**src/rtl/farm_mem_arb.sv**
```systemverilog
// Fetch/data arbiter in front of a shared single-port memory, one access in flight.
// Optional perf counters are built when FARM_ARB_PERF_EN is defined.
module farm_mem_arb #(
    parameter int unsigned MAX_D_STREAK = 4
) (
    input  logic        clk,
    input  logic        rst,
    input  logic        f_req,
    input  logic [31:0] f_addr,
    output logic        f_gnt,
    output logic        f_rvalid,
    output logic [31:0] f_rdata,
    input  logic        d_req,
    input  logic        d_we,
    input  logic [3:0]  d_be,
    input  logic [31:0] d_addr,
    input  logic [31:0] d_wdata,
    output logic        d_gnt,
    output logic        d_rvalid,
    output logic [31:0] d_rdata,
    output logic        m_en,
    output logic        m_we,
    output logic [3:0]  m_be,
    output logic [31:0] m_addr,
    output logic [31:0] m_wdata,
    input  logic        m_ready,
    input  logic [31:0] m_rdata
`ifdef FARM_ARB_PERF_EN
    ,
    output logic [31:0] perf_f_gnt,
    output logic [31:0] perf_d_gnt,
    output logic [31:0] perf_stall
`endif
);

    localparam int unsigned SW = 4;
    localparam logic [SW-1:0] STREAK_MAX = SW'(MAX_D_STREAK);

    typedef enum logic [1:0] {IDLE, ISSUE, WAIT} state_e;

    state_e        state_q;
    logic [SW-1:0] streak_q, streak_d;
    logic          own_d_q, we_q, wr_done_q;
    logic [3:0]    be_q;
    logic [31:0]   addr_q, wdata_q;
    logic          d_win, f_win;
    logic [31:0]   sel_addr;
    logic          issue, wait_v, d_rd;

    // Grant decision: data first unless fetch has been starved for MAX_D_STREAK grants.
    always_comb begin
        d_win = 1'b0;
        f_win = 1'b0;
        if (state_q == IDLE && !rst) begin
            d_win = d_req && !(f_req && streak_q == STREAK_MAX);
            f_win = f_req && !d_win;
        end
        sel_addr = d_win ? d_addr : f_addr;
        streak_d = streak_q;
        if (f_win || !f_req) begin
            streak_d = '0;
        end else if (d_win && streak_q != STREAK_MAX) begin
            streak_d = streak_q + SW'(1);
        end
    end

    // Reset forces every output low in the same cycle, so an abandoned read never shows rvalid.
    assign issue  = (state_q == ISSUE) && !rst;
    assign wait_v = (state_q == WAIT) && !rst;
    assign d_rd   = wait_v && own_d_q;

    assign f_gnt    = f_win;
    assign d_gnt    = d_win;
    assign f_rvalid = wait_v && !own_d_q;
    assign f_rdata  = f_rvalid ? m_rdata : 32'h0;
    assign d_rvalid = d_rd || (wr_done_q && !rst);
    assign d_rdata  = d_rd ? m_rdata : 32'h0;

    assign m_en    = issue;
    assign m_we    = issue && we_q;
    assign m_be    = issue ? be_q : 4'h0;
    assign m_addr  = issue ? addr_q : 32'h0;
    assign m_wdata = issue ? wdata_q : 32'h0;

    always_ff @(posedge clk) begin
        if (rst) begin
            state_q   <= IDLE;
            streak_q  <= '0;
            own_d_q   <= 1'b0;
            we_q      <= 1'b0;
            be_q      <= 4'h0;
            addr_q    <= 32'h0;
            wdata_q   <= 32'h0;
            wr_done_q <= 1'b0;
        end else begin
            streak_q  <= streak_d;
            wr_done_q <= 1'b0;
            case (state_q)
                IDLE: begin
                    if (d_win || f_win) begin
                        state_q <= ISSUE;
                        own_d_q <= d_win;
                        we_q    <= d_win && d_we;
                        be_q    <= d_win ? d_be : 4'hF;
                        addr_q  <= sel_addr & 32'hFFFF_FFFC;
                        wdata_q <= (d_win && d_we) ? d_wdata : 32'h0;
                    end
                end
                ISSUE: begin
                    if (m_ready) begin
                        if (we_q) begin
                            state_q   <= IDLE;
                            wr_done_q <= 1'b1;
                        end else begin
                            state_q <= WAIT;
                        end
                    end
                end
                WAIT:    state_q <= IDLE;
                default: state_q <= IDLE;
            endcase
        end
    end

`ifdef FARM_ARB_PERF_EN
    // Stall = some requester waiting in a cycle where nobody is granted.
    always_ff @(posedge clk) begin
        if (rst) begin
            perf_f_gnt <= 32'h0;
            perf_d_gnt <= 32'h0;
            perf_stall <= 32'h0;
        end else begin
            if (f_win) perf_f_gnt <= perf_f_gnt + 32'd1;
            if (d_win) perf_d_gnt <= perf_d_gnt + 32'd1;
            if ((f_req || d_req) && !(f_win || d_win)) perf_stall <= perf_stall + 32'd1;
        end
    end
`endif

endmodule

```
**config.mk**
```make
export PLATFORM = sky130hd
export DESIGN_NAME = farm_mem_arb
export DESIGN_NICKNAME = d
export VERILOG_FILES = /design/src/rtl/farm_mem_arb.sv
export SDC_FILE = /design/constraint.sdc
export NUM_CORES = 1
export LEC_CHECK = 0
export CAP_MARGIN = 20
export CELL_PAD_IN_SITES_DETAIL_PLACEMENT = 2
export CELL_PAD_IN_SITES_GLOBAL_PLACEMENT = 2
export CORE_MARGIN = 5
export CORE_UTILIZATION = 16
export CTS_CLUSTER_DIAMETER = 40
export DETAILED_ROUTE_END_ITERATION = 12
export GPL_ROUTABILITY_DRIVEN = 0
export PLACE_DENSITY = 0.81
export SYNTH_ARGS = -nofsm -noshare
export SYNTH_HDL_FRONTEND = slang
export SYNTH_SLANG_ARGS = --single-unit
```
**constraint.sdc**
```tcl
create_clock -name clk -period 1.8 [get_ports clk]
set_input_delay 0.18 -clock clk [delete_from_list [all_inputs] [get_ports clk]]
set_output_delay 0.18 -clock clk [all_outputs]
set_load 0.02 [all_outputs]
```
==> results of run 1 <==
power by group through the flow:
stage | combinational [W] | sequential [W] | clock [W]
2_1_floorplan | 0.000408 | 0.00184 | 0
3_3_place_gp | 0.000988 | 0.00185 | 0
3_5_place_dp | 0.00102 | 0.00185 | 0
4_1_cts | 0.00104 | 0.00182 | 0.00221
5_1_grt | 0.00116 | 0.00184 | 0.00227
6_report | 0.00107 | 0.00182 | 0.00212
area by class of cell:
cell class                      count  area, sq um
Fill cell                        2721        16400
Timing Repair Buffer              330         3160
Multi-Input combinational cell    342         2360
Sequential cell                    75         1510
Tap cell                          324          405
Clock buffer                       10          229
Clock inverter                      6          113
Inverter                            5         21.3
Antenna cell                        1         2.50
worst min path at each step:
| stage | startpoint | to | slack, ps | depth (start not counted) |
|---|---|---|---|---|
| final | rst | addr_q[17]$_SDFFE_PP0P_ | 410 | 3 |
| after global routing | rst | we_q$_SDFFE_PP0P_ | 430 | 4 |
| after CTS | rst | addr_q[17]$_SDFFE_PP0P_ | 380 | 3 |
| after detailed placement | wdata_q[12]$_SDFFE_PP0P_ | wdata_q[12]$_SDFFE_PP0P_ | 450 | 1 |
| after global placement | wdata_q[10]$_SDFFE_PP0P_ | wdata_q[10]$_SDFFE_PP0P_ | 450 | 1 |
| after floorplan | m_ready | state_q[0]$_SDFFE_PP0P_ | 280 | 1 |
flip-flops by register name, summed over array words and instances, names as in the netlist:
register,cells
own_d_q,1
we_q,1
addr_q,30
streak_q,4
be_q,4
wr_done_q,1
wdata_q,32
state_q,2
cell usage in the layout, fill, tap and decap left out, types with 2 or more instances in the layout:
| master | Yosys | final |
|---|---|---|
| a211oi_1 | 3 | 2 |
| buf_8 | 0 | 2 |
| buf_6 | 0 | 49 |
| nand2_1 | 2 | 2 |
| clkbuf_16 | 0 | 15 |
| nor2_4 | 0 | 2 |
| nand2b_4 | 0 | 2 |
| o21ai_1 | 3 | 3 |
| buf_16 | 0 | 2 |
| nand3_1 | 33 | 33 |
| inv_2 | 0 | 2 |
| dfxtp_1 | 75 | 70 |
| a21oi_1 | 38 | 37 |
| nand3b_1 | 2 | 2 |
| nor3_1 | 9 | 8 |
| a311oi_1 | 30 | 30 |
| and2_1 | 131 | 98 |
| inv_1 | 5 | 2 |
| buf_2 | 5 | 42 |
| dfxtp_2 | 0 | 4 |
| o21ai_0 | 29 | 29 |
| bufinv_16 | 0 | 3 |
| nor3_4 | 0 | 2 |
| buf_4 | 2 | 84 |
| and2_4 | 0 | 34 |
| a22o_1 | 32 | 32 |
| buf_12 | 0 | 9 |
| conb_1 | 1 | 2 |
| clkdlybuf4s50_1 | 0 | 132 |
| clkbuf_2 | 0 | 2 |
routing by layer:
metal / GRT usage [%] / routed length, microns / vias up
met5: 0 / 0 / -
met4: 3.84 / 592 / 0
met3: 4.41 / 1260 / 32
met2: 25.1 / 10600 / 157
met1: 17.1 / 9460 / 2263
li1: - / - / 2268
per-stage QoR:
stage	hold WS (ps)	area, sq um	worst slack (ps)
after global routing	430	7800	-109
after detailed placement	447	7220	-234
after CTS	379	7270	-41.3
final	406	7800	-21.6
after floorplan	283	3930	11.9
after global placement	447	7220	-252
tightest hold or removal path: stages:
cell and delay [ps]:
buf_2 220, buf_4 240, a311oi_1 60
kinds of logic after synthesis:
| logic type | count (synthesis) | share of synthesized area, % |
|---|---|---|
| and+or+nand+nor | 196 | 30.4 |
| AOI/OAI and AO/OA | 142 | 24.8 |
| DFF | 75 | 38.3 |
| buffers and inverters | 57 | 5.80 |
| adders and majority gates | 2 | 0.638 |
| other | 1 | 0.0956 |
timing repair:
item | 4_1_cts | 5_1_grt
setup buffers | 7 | 6
endpoints found under the hold margin | 0 | 0
resized for setup | 577 | 163
pin swaps | 3 | 18
endpoints found under the setup margin | 145 | 171
cloned | 4 | 6
==> run_results.csv, run 1 <==
group,metric,value,unit
status,outcome,"complete, but fails checks",
status,violations,"setup timing",
clock_tree,numCtsBuffers,9,
floorplan,start_util,16.2,%
timing,clock_skew,11.5,ps
synth,synth-async-reset-ratio,0,%
clock_tree,ctsHtreeMaxLevel,3,
route,viasPerCell,4.32,
timing,slew_viol_final,0,
route,drtAntennaViolNets,0,
critical_path,path_depth,6,
critical_path,r2r-end,"wdata_q[15]$_SDFFE_PP0P_",
critical_path,worstPathRequired,1620,ps
critical_path,r2r_setup_slack,10,ps
power_and_ir_drop,cellInternalPower,0.00371,W
placement,dpl.hpwl,15200,microns
synth,netlist_instances,473,
critical_path,crit_fanout,7,
critical_path,critPathCapture,"m_addr[5]",
critical_path,setup.worst_path.class,"reg2out",
critical_path,worstPathArrival,1640,ps
floorplan,rows,57,
synth,yosysMostFrequentCell,"and2_1",
synth,synth_top_area_share,38.3,%
timing,max_clock_freq,549,MHz
floorplan,ios,276,
power_and_ir_drop,combPwrFrac,21.4,%
critical_path,startpoint_type,"flip-flop",
floorplan,coreArea,0.0242,sq mm
clock_tree,hold_buffers,0,
synth,synth_commonest_cells,"131 x and2_1, 75 x dfxtp_1, 45 x clkbuf_1, 38 x a21oi_1, 33 x nand3_1",
global_route,grt_usage,14.3,%
global_route,antenna_found_initial,0,
route,drc,0,
timing,rsz0062_at_grt,"yes",
clock_tree,cts_tree,"done",
synth,yosysUniqueCellTypes,40,
floorplan,die-area,0.0278,sq mm
route,detail_route.wl_per_cell,20.0,microns
timing,worst_slack,-21.6,ps
power_and_ir_drop,peakVddDrop,0.000413,V
timing,setup_violations,10,
global_route,grt_pass1_wl,31800,microns
synth,netlist_area,0.00392,sq mm
power_and_ir_drop,cellLeakagePower,3.34,nW
power_and_ir_drop,seq_power_share,36.3,%
timing,hold_viol,0,
critical_path,crit_chain,"nand3b_1, inv_4, buf_4, buf_4, and2_1, buf_6",
critical_path,end_kind,"output pin",
power_and_ir_drop,finalPower,0.00502,W
clock_tree,cts_root_buffer,"clkbuf_16",
synth,synth_edf_count,0,
finish,final_util,32.2,%
global_route,globalRouteOverflowTotal,0,
critical_path,cp_top_family,"buffers and inverters",
clock_tree,worstSkewPairLatency,340,ps
finish,instances_no_fill,1093,
floorplan,die_w,167,microns
synth,yosysWarnings,0,
placement,place_inst,1054,
timing,fin_crit_sh,101,%
timing,final.min_clock_period,1820,ps
route,drt_iter0_drc,104,
synth,synth_area_per_cell,8.30,sq um
critical_path,crit_top_cell,"buf_4",
power_and_ir_drop,clkPwrFrac,42.3,%
synth,seq_area_frac_synth,38.3,%
global_route,grt_pass1_vias,5239,
critical_path,crit_buf_inv,4,
timing,setup_tns,-108,ps
critical_path,worstSetupStartpoint,"state_q[1]$_SDFFE_PP0P_",
route,vias,4720,
synth,synth_seq_cells,75,
global_route,grt_max_degree,34,
critical_path,cpPeakStageDelay,350,ps
synth,ys.flop_type,"dfxtp_1",
finish,nets,903,
clock_tree,clk_path_buf_depth,2,
synth,synth_largest_area_cell,"dfxtp_1",
hold_path,hp-class,"in2reg",
clock_tree,cts_sinks,75,
critical_path,reg2reg_from,"streak_q[0]$_SDFFE_PP0P_",
placement,port_buffers,269,
power_and_ir_drop,cellPowerDensity,643,mW/mm^2
finish,drive_gt1_share,35.0,%
route,drt-total-wl,21900,microns
run,drv_cap,0,
route,first_pass_iters,4,
power_and_ir_drop,power_switching,0.00131,W
clock_tree,cts.clk_slew.worst_paths,70,ps
synth,synth.area.top_cells,"dfxtp_1 38%, and2_1 21%, a22o_1 7.1%, a311oi_1 6.7%, a21oi_1 4.8%",
finish,area_growth,98.8,%
floorplan,die_h,167,microns
critical_path,cp_slowest_cell,"dfxtp_2",
critical_path,reg2reg_depth,7,
power_and_ir_drop,switching_share,26.1,%
No activity file was read; power rests on OpenSTA's default activity.
==> run 2, diff against run 1 <==
Settings changed: CORE_MARGIN 5 to default, SLEW_MARGIN from default to 15.
==> run_results.csv, run 2 (synthesized netlist as in run 1, its figures left out) <==
group,metric,value,unit
hold_path,min-delay-start,"rst",
hold_path,hp-class,"in2reg",
route,vias,4777,
route,drc,0,
floorplan,die_h,159,microns
run,drv_cap,0,
timing,max_clock_freq,543,MHz
finish,final_common_cell,"clkdlybuf4s50_1",
critical_path,worstPathArrival,1660,ps
finish,largestRegisters,"wdata_q x32, addr_q x30",
clock_tree,hold_buffers,0,
global_route,grt_pass1_vias,5084,
timing,final.min_clock_period,1840,ps
placement,place_area,0.00720,sq mm
global_route,grt_usage,15.3,%
timing,whs,358,ps
hold_path,hold-path-endpoint,"addr_q[5]$_SDFFE_PP0P_",
route,drt_iter0_drc,158,
global_route,antenna_found_initial,0,
clock_tree,cts_root_buffer,"clkbuf_16",
clock_tree,worstSkewPairLatency,340,ps
critical_path,r2r-end,"streak_q[3]$_SDFFE_PP0P_",
clock_tree,cts.clk_slew.worst_paths,60,ps
timing,hold_viol,0,
critical_path,worstPathRequired,1620,ps
finish,largest_reg_flops,32,
critical_path,crit_fanout,8,
status,violations,"setup timing",
finish,num_antenna_cells,0,
floorplan,die_w,159,microns
power_and_ir_drop,peakVddDrop,0.000319,V
placement,port_buffers,269,
finish,stdcell_area,0.00782,sq mm
floorplan,coreArea,0.0238,sq mm
timing,clock_skew,9.69,ps
timing,setup_tns,-619,ps
power_and_ir_drop,cellLeakagePower,3.36,nW
critical_path,startpoint_type,"flip-flop",
floorplan,rows,56,
route,drtAntennaViolNets,0,
critical_path,end_kind,"output pin",
finish,nets,897,
global_route,globalRouteOverflowTotal,0,
finish,final_util,32.9,%
timing,worst_slack,-41.3,ps
timing,rsz0062_at_grt,"yes",
clock_tree,cts_sinks,75,
critical_path,r2r_setup_slack,-20,ps
finish,regMostFlops,"wdata_q",
critical_path,setup.worst_path.class,"reg2out",
critical_path,reg2reg_from,"state_q[1]$_SDFFE_PP0P_",
timing,setup_violations,36,
finish,drive_gt1_share,37.5,%
floorplan,die-area,0.0252,sq mm
clock_tree,clk_path_buf_depth,2,
finish,area_growth,99.4,%
global_route,grt_max_degree,38,
finish,mostFrequentLayoutCells,"132 x clkdlybuf4s50_1, 76 x and2_1, 72 x dfxtp_1",
power_and_ir_drop,cellPowerDensity,628,mW/mm^2
timing,fin_crit_sh,102,%
route,drt-total-wl,22300,microns
route,first_pass_iters,4,
clock_tree,cts_tree,"done",
clock_tree,ctsHtreeMaxLevel,3,
timing,slew_viol_final,0,
hold_path,hold_path_depth,3,
floorplan,ios,276,
global_route,grt_pass1_wl,29300,microns
route,viasPerCell,4.42,
placement,dpl.hpwl,14900,microns
critical_path,reg2reg_depth,4,
clock_tree,numCtsBuffers,9,
route,detail_route.wl_per_cell,20.7,microns
power_and_ir_drop,finalPower,0.00491,W
status,outcome,"complete, but fails checks",
floorplan,start_util,16.5,%
-- run 2: changes by cell type in the layout (fill, tap and decap cells not counted), sizes merged --
cell / before / now
clkdlybuf4s15: 1 / 0
clkinv: 2 / 3
bufinv: 3 / 2
diode: 1 / 0
buf: 188 / 183
-- run 2: timing repair --
item / in CTS / in global routing
pin swaps: 1 / 24
buffers inserted: 7 / 5
endpoints found under the setup margin: 201 / 205
cloned: 0 / 10
gates resized for setup: 559 / 231
-- run 2: worst max-delay path by stage --
| stage | cells after the start | startpoint | slack (ps) | to |
|---|---|---|---|---|
| floorplan | 5 | state_q[1]$_SDFFE_PP0P_ | 10 | own_d_q$_SDFFE_PP0P_ |
| global placement | 4 | d_req | -350 | d_gnt |
| detailed placement | 4 | d_req | -360 | d_gnt |
| CTS | 4 | state_q[1]$_SDFFE_PP0P_ | -140 | streak_q[3]$_SDFFE_PP0P_ |
| global route | 6 | state_q[0]$_SDFFE_PP0P_ | -100 | f_rdata[5] |
| finish | 6 | state_q[0]$_SDFFE_PP0P_ | -40 | f_rdata[5] |
-- run 2: per-stage QoR --
stage | cells | setup slack, ps
4_1_cts | 1069 | -142
5_1_grt | 1081 | -102
3_3_place_gp | 1046 | -350
3_5_place_dp | 1046 | -365
2_1_floorplan | 474 | 11.9
6_report | 1081 | -41.3
-- run 2: metal layers --
layer	GRT usage, %	vias to the layer above	wire length [microns]
li1	-	2254	-
met1	17.6	2357	9010
met2	28.3	139	12000
met3	3.51	27	973
met4	3.98	0	351
met5	0	-	0
-- run 2: area by class of cell --
cell class / instances / area [sq um]
Tap cell: 319 / 399
Clock inverter: 6 / 87.6
Fill cell: 2620 / 15900
Multi-Input combinational cell: 342 / 2440
Timing Repair Buffer: 324 / 3140
Clock buffer: 10 / 229
Sequential cell: 75 / 1510
Inverter: 5 / 21.3
-- run 2: critical path, cell delays in order, from the launching register on --
cell and delay (ps):
dfxtp_2 340, nand2b_4 170, nor3_4 240, buf_6 160, clkbuf_16 150, and2_4 150, buf_6 120
-- run 2: power breakdown --
part,internal (W),switching [W]
combinational,0.000602,0.000524
sequential,0.00176,0.0000572
clock,0.00122,0.000746
total,0.00358,0.00133
==> run 3, diff against run 2 <==
Settings changed: SLEW_MARGIN 15 to 20.
==> results of run 3 <==
Same layout as run 2: the final DEF is identical, and so are final timing and power.
==> RTL edit 1 (settings of run 1) <==
`SW`: 4 -> 3.
--- a/src/rtl/farm_mem_arb.sv
+++ b/src/rtl/farm_mem_arb.sv
@@ -33,7 +33,7 @@
 `endif
 );
 
-    localparam int unsigned SW = 4;
+    localparam int unsigned SW = 3;
     localparam logic [SW-1:0] STREAK_MAX = SW'(MAX_D_STREAK);
 
     typedef enum logic [1:0] {IDLE, ISSUE, WAIT} state_e;
Check against the original RTL: no difference found for any inputs over 4 cycles, from zero or initial values and one cycle with rst high; that may be too few to reach the edited logic, so the function may still have changed.
==> RTL edit 1 against run 1 <==
  * Synthesized area up 1.1%
  * Critical path type unchanged
  * Setup slack gained 0.082 ns
  * Design area fell by 6.2%
  * Sequential cell count fell by 1
  * Largest power group is now sequential cells
  * Non-clock buffer count shrank 16
  * Wire length down 0.53%
  * Register-to-register slack better by 0.06 ns
  * Combinational power rose by 13%
  * Clock skew decreased by 0.0017 ns
  * Power is 3.6% lower
  * Count of clock-buffer cells in the layout up 4
==> RTL edit 1: results (changes against run 1) <==
Run status
  • Status: complete, no violations

Setup path
  • Slowest-stage cell, CP: dfxtp_1
  • Worst Setup SP: streak_q[0]
  • CP Capture Point: d_gnt
  • Worst Path Max Fanout: 5 (-2)
  • Worst reg2reg path depth: 5 (-2)
  • Data arrival, critical path: 1.56 ns (-0.08 ns)

Synthesis
  • Post-synthesis sequential area ratio: 0.374 (-0.00903)
  • Top cells by area, synth: dfxtp_1, and2_1, a22o_1
  • Synth Area in Compound Gates: 0.260 (+0.0126)
  • Cells after Synth: 462 (-2.3%)

Detailed routing
  • Metal1 wirelength: 9300 µm (-1.7%)
  • Vias per cell: 4.38 (+1.5%)
  • Met3 WL: 986 µm (-22%)
  • Routed WL: 21800 µm (-0.53%)
  • Iter 0 DRT Violations: 109 (+4.8%)

GRT
  • Vias in the first global route: 5094 (-2.8%)
  • Initial antenna violation count: 2 (+2)
  • Met3 usage: 0.0332 (-0.0108)
  • Met2 Resource Use GR: 0.261 (+0.00990)
  • Total track usage: 0.146 (+0.00263)
  • First-pass GRT wire length: 32100 µm (+0.78%)

Final layout
  • Largest registers: wdata_q x32, addr_q x30, be_q x4
  • Layout cells sized above 1: 0.318 (-0.0318)
  • Fill count: 2766 (+1.7%)
  • # nets final: 876 (-3.0%)

Power and ir drop
  • Max IR drop VDD: 0.395 mV (-4.5%)
  • Sw Ratio: 0.286 (+0.0251)
  • Cell Pwr Density: 661 mW/mm² (+2.8%)
  • Sequential Power Share: 0.382 (+0.019)

Placement
  • Dpl hpwl: 15300 µm (+1.0%)
==> RTL edit 1: metrics by stage <==
| stage | utilization | setup slack (ns) | area [µm²] | setup TNS [ns] | hold WS (ns) |
|---|---|---|---|---|---|
| after global placement | 0.292 | -0.233 | 7130 | -12.17 | 0.447 |
| after floorplan | - | 0.172 | 3970 | 0 | 0.294 |
| final | 0.300 | 0.0607 | 7310 | 0 | 0.426 |
| after CTS | 0.291 | 0.000486 | 7100 | 0 | 0.412 |
| after detailed placement | 0.292 | -0.262 | 7130 | -17.12 | 0.451 |
| after global routing | 0.300 | -0.0247 | 7310 | -0.215 | 0.423 |
==> RTL edit 1: cell type report <==
class / instances / area [µm²] / area share
Multi-Input combinational cell: 331 / 2330 / 0.318
Sequential cell: 74 / 1490 / 0.203
Clock inverter: 2 / 10.0 / 0.00137
Inverter: 6 / 22.5 / 0.00308
Antenna cell: 2 / 5.00 / 0.000684
Clock buffer: 14 / 274 / 0.0375
Tap cell: 324 / 405 / 0.0554
Timing Repair Buffer: 314 / 2790 / 0.381
==> RTL edit 2 (settings of run 1) <==
Without the edit above. The 3 states of `state_e` get a one-hot encoding in 3 bits.
--- a/src/rtl/farm_mem_arb.sv
+++ b/src/rtl/farm_mem_arb.sv
@@ -36,7 +36,7 @@
     localparam int unsigned SW = 4;
     localparam logic [SW-1:0] STREAK_MAX = SW'(MAX_D_STREAK);
 
-    typedef enum logic [1:0] {IDLE, ISSUE, WAIT} state_e;
+    typedef enum logic [2:0] {IDLE = 3'b001, ISSUE = 3'b010, WAIT = 3'b100} state_e;
 
     state_e        state_q;
     logic [SW-1:0] streak_q, streak_d;
Function: same outputs for any inputs over 4 cycles, from zero or initial values and one cycle with rst high; so few cycles prove little.
==> RTL edit 2 against run 1 <==
  * The run still ends with setup timing left
  * Sequential share of layout area fell by 1.9 points
  * Power rose by 1.6%
  * Sequential cell count rose by 1
  * Core utilization rose by 5.0 points
  * Synthesized area fell by 2.5%
  * Clock power fell by 13%
  * Non-clock buffer count rose by 19
  * Setup slack got worse by 0.21 ns
  * Fmax fell by 11%
  * First-iteration DRC count rose by 33%
  * Combinational power rose by 22%
  * Wire length rose by 11%
  * Final cell count rose by 1.4%
  * Design area rose by 12%
==> RTL edit 2: results (changes against run 1) <==
Setup path
  • Worst Path Max Fanout: 7 (unchanged)
  • Worst reg2reg path depth: 8 (+1)
  • Flop2flop setup slack: 0.01 ns (about the same)
  • Data arrival, critical path: 1.86 ns (+0.22 ns)

GRT
  • Met3 usage: 0.0502 (+0.00608)
  • Vias in the first global route: 5129 (-2.1%)
  • M1 GR Usage: 0.161 (-0.00926)
  • First-pass GRT wire length: 30900 µm (-2.9%)
  • Largest net degree at the start of global routing: 36 (+5.9%)
  • Total track usage: 0.149 (+0.00529)
  • Met2 Resource Use GR: 0.276 (+0.0249)

Detailed routing
  • Met2 WL: 12400 µm (+17%)
  • Vias per cell: 4.36 (+1.0%)
  • Iter 0 DRT Violations: 138 (+33%)
  • Routed WL: 24200 µm (+11%)
  • Met3 WL: 2150 µm (+70%)
  • Metal1 wirelength: 9190 µm (-2.8%)

Timing
  • Final setup vio count: 133 (+123)
  • TNS Setup: -14.71 ns (-14.60 ns)
  • Clk_skew: 0.0163 ns (+0.00473 ns)
  • Min setup slack post-route: -0.235 ns (-0.214 ns)

Synthesis
  • XOR/XNOR Fraction of Synth Area: 0.00229 (+0.00229)
  • Multiplexer share of the synthesized area: 0.00262 (+0.00262)
  • Cell variety after synth: 33 (-18%)
  • Post-synthesis sequential area ratio: 0.398 (+0.0149)
  • Avg Inst Size Synth: 8.20 µm² (-1.2%)
  • Post-synth top cells: and2_1, dfxtp_1, nor2_1
  • Synth Area in Compound Gates: 0.194 (-0.0539)
  • Top cells by area, synth: dfxtp_1, and2_1, a22o_1
  • Post-Synth Adder-Cell Area: 0.00654 (+0.000161)

Final layout
  • Fin cells: 1108 (+1.4%)
  • Layout cells sized above 1: 0.485 (+0.135)
  • # nets final: 924 (+2.3%)
  • Diode count: 0 (-1)
  • Fill count: 2575 (-5.4%)

Run status
  • Failing checks: setup timing
  • Status: complete, but fails checks

Clock tree
  • H-tree depth: 3 (unchanged)
  • Clock Latency Late Sink: 0.35 ns

Power and ir drop
  • Leak Pwr: 3.73 nW (+12%)
  • Max IR drop VDD: 0.343 mV (-17%)
  • Power Internal: 3.58 mW (-3.5%)

Floorplanning
  • Die X: 165 µm (-1.2%)

Placement
  • Placed Cells: 1047 (-0.66%)
  • Dpl hpwl: 14700 µm (-3.1%)
  • Dpl cell area: 0.00704 mm² (-2.4%)
  • Pre-CTS setup slack: -0.288 ns (-0.0539 ns)
  • IO buf count: 269 (unchanged)
==> RTL edit 2: cells by family after synthesis <==
| logic type | count (synthesis) |
|---|---|
| mux | 1 |
| compound gates | 104 |
| fa+ha+maj | 2 |
| simple gates | 232 |
| flops | 76 |
| other cells | 1 |
| buf+inv | 50 |
| xor+xnor | 1 |
==> RTL edit 2: through the flow <==
stage,util,hold slack (ns)
2_1_floorplan,-,0.313
3_3_place_gp,0.299,0.447
3_5_place_dp,0.299,0.451
4_1_cts,0.332,0.367
5_1_grt,0.371,0.385
6_report,0.371,0.385
==> RTL edit 2: cell type report <==
class                           instances  share of cell area
Inverter                                6             0.00315
Multi-Input combinational cell        342               0.292
Clock inverter                          5             0.00487
Timing Repair Buffer                  349               0.451
Clock buffer                           11              0.0289
Tap cell                              319              0.0456
Sequential cell                        76               0.175
==> RTL edit 2: power groups by stage <==
stage / Combinational (mW) / Sequential [mW] / Clock [mW]
CTS: 1.09 / 1.92 / 1.92
finish: 1.31 / 1.94 / 1.84
detailed placement: 1.04 / 1.95 / 0
floorplan: 0.460 / 1.93 / 0
global placement: 1.01 / 1.94 / 0
global route: 1.41 / 1.95 / 1.99
==> RTL edit 2: timing repair <==
item | in CTS | in global routing
buffers inserted | 13 | 17
endpoints found under the setup margin | 166 | 160
pin swaps | 7 | 101
cloned | 8 | 12
resized for setup | 829 | 171
==> RTL edit 2: final timing paths <==
kind / start / to
worst max-delay path: state_q[1] / f_rdata[3]
worst min register to register: wdata_q[2] / wdata_q[2]
worst min-delay path: f_addr[20] / addr_q[20]
worst max register to register: state_q[2] / wdata_q[14]
==> RTL edit 2: critical path, stage by stage (launching register included) <==
cell and delay [ns]:
dfxtp_4 0.37, nor4b_4 0.34, nor2b_4 0.26, buf_12 0.15
buf_8 0.13, and2_4 0.15, buf_6 0.12
